**src/rtl/menu_app_sequencer.sv**
```systemverilog
`default_nettype none
// ============================================================================
// menu_app_sequencer : menu cursor, app selection, blanked screen changes,
//                      idle auto-return and OLED pixel-source arbitration.
// Revision: 1.0
// ============================================================================
module menu_app_sequencer #(
  parameter int BLANK_FRAMES = 2,
  parameter int IDLE_LIMIT   = 30
) (
  input  logic        clk,
  input  logic        reset,
  input  logic        btnU,
  input  logic        btnD,
  input  logic        btnC,
  input  logic        btnL,
  input  logic        tick,
  input  logic        frame_begin,
  input  logic [15:0] menu_oled_data,
  input  logic [63:0] app_oled_data,
  output logic [3:0]  state,
  output logic [1:0]  menu_sel,
  output logic        blanking,
  output logic [15:0] oled_data
);

  typedef enum logic [1:0] {
    S_MENU  = 2'd0,
    S_BLANK = 2'd1,
    S_APP   = 2'd2
  } fsm_t;

  localparam logic [3:0] c_BLANK_LAST = 4'(BLANK_FRAMES - 1);
  localparam logic [7:0] c_IDLE_LAST  = 8'(IDLE_LIMIT - 1);

  fsm_t        fsm_q, fsm_d;
  logic [3:0]  state_q, state_d;
  logic [1:0]  sel_q, sel_d;
  logic [3:0]  target_q, target_d;
  logic [7:0]  idle_q, idle_d;
  logic [3:0]  frame_q, frame_d;
  logic        blank_q, blank_d;
  logic [15:0] oled_q, oled_d;

  always_ff @(posedge clk) begin
    if (reset) begin
      fsm_q    <= S_MENU;
      state_q  <= 4'd0;
      sel_q    <= 2'd0;
      target_q <= 4'd0;
      idle_q   <= 8'd0;
      frame_q  <= 4'd0;
      blank_q  <= 1'b0;
      oled_q   <= 16'h0000;
    end else begin
      fsm_q    <= fsm_d;
      state_q  <= state_d;
      sel_q    <= sel_d;
      target_q <= target_d;
      idle_q   <= idle_d;
      frame_q  <= frame_d;
      blank_q  <= blank_d;
      oled_q   <= oled_d;
    end
  end

  always_comb begin
    fsm_d    = fsm_q;
    state_d  = state_q;
    sel_d    = sel_q;
    target_d = target_q;
    idle_d   = idle_q;
    frame_d  = frame_q;
    blank_d  = blank_q;

    unique case (fsm_q)
      S_MENU: begin
        if (btnC) begin
          target_d = {2'b00, sel_q} + 4'd1;
          frame_d  = 4'd0;
          blank_d  = 1'b1;
          fsm_d    = S_BLANK;
        end else if (btnU && !btnD && sel_q != 2'd0) begin
          sel_d = sel_q - 2'd1;
        end else if (btnD && !btnU && sel_q != 2'd3) begin
          sel_d = sel_q + 2'd1;
        end
      end
      S_APP: begin
        if (btnL) begin
          target_d = 4'd0;
          frame_d  = 4'd0;
          blank_d  = 1'b1;
          fsm_d    = S_BLANK;
        end else if (btnU || btnD || btnC) begin
          idle_d = 8'd0;
        end else if (tick) begin
          if (idle_q == c_IDLE_LAST) begin
            target_d = 4'd0;
            frame_d  = 4'd0;
            blank_d  = 1'b1;
            fsm_d    = S_BLANK;
          end else begin
            idle_d = idle_q + 8'd1;
          end
        end
      end
      S_BLANK: begin
        if (frame_begin) begin
          if (frame_q == c_BLANK_LAST) begin
            state_d = target_q;
            blank_d = 1'b0;
            idle_d  = 8'd0;
            fsm_d   = (target_q == 4'd0) ? S_MENU : S_APP;
          end else begin
            frame_d = frame_q + 4'd1;
          end
        end
      end
      default: fsm_d = S_MENU;
    endcase
  end

  // Source follows next-state values so black and the new screen land on the
  // same edge as the corresponding FSM transition.
  always_comb begin
    oled_d = 16'h0000;
    if (!blank_d) begin
      case (state_d)
        4'd0:    oled_d = menu_oled_data;
        4'd1:    oled_d = app_oled_data[15:0];
        4'd2:    oled_d = app_oled_data[31:16];
        4'd3:    oled_d = app_oled_data[47:32];
        4'd4:    oled_d = app_oled_data[63:48];
        default: oled_d = 16'h0000;
      endcase
    end
  end

  assign state     = state_q;
  assign menu_sel  = sel_q;
  assign blanking  = blank_q;
  assign oled_data = oled_q;

endmodule
`default_nettype wire

```
**config.mk**
```make
export PLATFORM = sky130hd
export DESIGN_NAME = menu_app_sequencer
export DESIGN_NICKNAME = d
export VERILOG_FILES = /design/src/rtl/menu_app_sequencer.sv
export SDC_FILE = /design/constraint.sdc
export NUM_CORES = 1
export LEC_CHECK = 0
export ABC_AREA = 1
export CAP_MARGIN = 10
export CORE_ASPECT_RATIO = 0.6
export CORE_MARGIN = 5
export CORE_UTILIZATION = 39
export DETAILED_ROUTE_END_ITERATION = 12
export PLACE_DENSITY = 0.82
export RECOVER_POWER = 25
export SYNTH_ARGS = -nofsm -noshare
export SYNTH_HDL_FRONTEND = slang
export SYNTH_SLANG_ARGS = --single-unit
```
**constraint.sdc**
```tcl
create_clock -name clk -period 1.84 [get_ports clk]
set_input_delay 0.276 -clock clk [delete_from_list [all_inputs] [get_ports clk]]
set_output_delay 0.276 -clock clk [all_outputs]
set_load 0.01 [all_outputs]
```
==> flow_summary.yaml <==
sta:
  tightest_slew_ns: 0.312
  hold_viol_final: 0
  max-slew-margin-rel_pct: 79.2
  rsz0062_at_grt: "yes"
  fin_skew_ns: 0.0119
  setup_slack_ns: -0.165
  slew_viol_final: 0
  final.min_clock_period_ns: 2.00
  finalSetupViolations: 16
  period_share_pct: 109
  fmax_mhz: 499
  hold_ws_ns: 0.491
setup_path:
  worstSetupEndpointType: "register"
  path_class: "reg2reg"
  setup.worst_path.start_class: "register"
  critical_path_required_ns: 2.07
  arrival_ns: 2.23
  cp_max_fo: 8
global_routing:
  use_met1_pct: 29.8
  grt_pass1_wl_mm: 14.7
  grtUsageMet2_pct: 35.3
  grt_max_degree: 49
  gr-max-usage-layer: "met2"
  antenna_found_initial: 0
  grt_overflow_total: 0
  grt_pass1_vias: 3061
  met3_usage_pct: 4.14
  grt_usage_pct: 21.9
routing:
  drc_errors: 0
  post_drt_wl_per_cell_um: 18.3
  vias: 3571
  viasPerCell: 5.55
  firstDrtPassIters: 7
  drt_iter0_markers: 377
  ant_nets: 0
  totalWireLength_mm: 11.8
power:
  swShare_pct: 37.2
  pwr-share-comb_pct: 52.5
  p_clk_share_pct: 20.3
  ir_worst_vdd_uv: 424
  p_int_mw: 2.55
  seq_power_share_pct: 27.3
  p_leak_nw: 1.98
  p_switching_mw: 1.51
  power_density_nw_per_um2: 866
clock_network:
  htreeDepth: 2
  cts_buffers: 5
  cts_root_buffer: "clkbuf_8"
  hold_buffers: 0
  clk_pin_slew_ns: 0.08
  cts_sinks: 40
  clock_path_buffers: 2
  cts_tree: "built"
  clock_latency_ns: 0.31
placement:
  port_buffers: 110
  dp.final_hpwl_mm: 7.26
  place.gp.congestion: 0.885
finish:
  final_cell_mix: "clkdlybuf4s50_1, nand3_1, nand2_1"
  diodes: 0
  mostFrequentLayoutCell: "clkdlybuf4s50_1"
  post-route-util_pct: 75.0
  nets: 652
  drive_above_1_share_pct: 25.6
  area_growth_pct: 82.4
die:
  chipWidth_um: 115
  num_rows: 22
  dieArea_um2: 8360
  ios: 111
  fp.dieH_um: 72.9
  core-area_um2: 6250
  start_util_pct: 41.1
outcome:
  violations: "setup timing"
  outcome: "finished with violations"
run:
  cap_violations: 0
yosys:
  synth_top_area_share_pct: 31.2
  synthCells: 406
  yosysTopAreaCell: "dfxtp_1"
  yosysWarnings: 0
  avgSynthCellArea_um2: 6.33
  synthDistinctLibCells: 29
  synth_nets: 500
  synthTopCellsByArea: "dfxtp_1, nand3_1, nand2_1"
  syn_area_um2: 2570
  yosysSeqAreaShare_pct: 31.2
  synth-seq-cells: 40
worst_hold_path:
  hold_class: "reg2reg"
[critical path, cell delays in order, from the launching register on]
cell and delay [ns]:
dfxtp_1 0.40, nor2_4 0.20, nand2_2 0.12, o21ai_2 0.18
nand2_1 0.08, a21oi_1 0.23, nand3_1 0.13, or2_4 0.27
clkbuf_16 0.17, nor2_1 0.15
[synthesized netlist by cell type]
master and count:
nand2_1 76, xor2_1 4, o21ai_0 9, ha_1 6, or2_2 1, nand3b_1 2
buf_4 3, buf_2 12, nor3_1 4, a31oi_1 1, o31ai_1 1, inv_2 2
buf_6 1, a21oi_1 18, clkbuf_1 2, nor2_2 1, nand4_4 1, nor2_4 4
nand4_1 6, dfxtp_1 40, nor3_2 1, buf_1 3, or2_1 1, inv_1 29
nand3_1 110, nor2_1 62, nor3b_1 3, o21ai_2 1, nand2_2 2
[path summary, 6_finish.rpt]
| kind | startpoint | endpoint | slack (ns) | depth (start not counted) |
|---|---|---|---|---|
| worst min-delay path | idle_q[7] | idle_q[7] | 0.49 | 2 |
| worst max register to register | frame_q[2] | oled_data[7] | -0.16 | 9 |
| worst max-delay path | frame_q[2] | oled_data[7] | -0.16 | 9 |
| worst min register to register | idle_q[7] | idle_q[7] | 0.49 | 2 |
[layer usage]
metal | wire (µm) | share of wire (%)
met1 | 4780 | 41
met2 | 5670 | 48
met3 | 896 | 7.6
met4 | 400 | 3.4
met5 | 0 | 0
[area by class of cell]
cell class / instances / area, µm²
clock buffers: 7 / 96.3
repair buffers: 166 / 1730
well taps: 84 / 105
inverters: 31 / 116
fillers: 425 / 1560
flip-flops and latches: 40 / 805
multi-input cells: 314 / 1810
clock inverters: 1 / 30.0
[repair_timing]
action	CTS	global route
resized for setup	6	71
buffers inserted	2	3
setup endpoints to repair	16	32
pin swaps	2	22
gates cloned	0	8
[cells by family (layout without fill, tap and decap cells)]
group / after synthesis / count (layout) / share of synthesized area [%]
adder cells (fa/ha/maj): 6 / 6 / 2.92
flip-flops: 40 / 40 / 31.2
AND/OR/NAND/NOR: 274 / 274 / 49.5
XOR/XNOR: 4 / 4 / 1.36
AO/OA/AOI/OAI: 30 / 30 / 6.14
buffers and inverters: 52 / 205 / 8.91
[registers in the layout, indices dropped and copies added, names as in the netlist]
| signal | cells |
|---|---|
| idle_q | 8 |
| oled_data | 16 |
| frame_q | 4 |
| fsm_q | 2 |
| target_q | 3 |
| menu_sel | 2 |
| state | 4 |
| blanking | 1 |
[metrics by stage]
step                cell area, µm²  setup slack [ns]  TNS (ns)  std cells  total power, mW
floorplan                     2570            0.0341         0        406             1.92
global placement              4070            -0.217     -3.81        622             2.72
detailed placement            4070            -0.313     -6.14        622             2.78
CTS                           4240           0.00693         0        632             3.66
global route                  4680            -0.178     -2.47        643             4.26
finish                        4680            -0.165     -1.43        643             4.06
[power groups by stage]
stage | sequential (mW) | clock (mW) | combinational [mW]
floorplan | 1.15 | 0 | 0.769
global placement | 1.10 | 0 | 1.63
detailed placement | 1.11 | 0 | 1.67
CTS | 1.09 | 0.815 | 1.75
global route | 1.12 | 0.871 | 2.27
finish | 1.11 | 0.823 | 2.13
(Power assumes the default switching activity.)
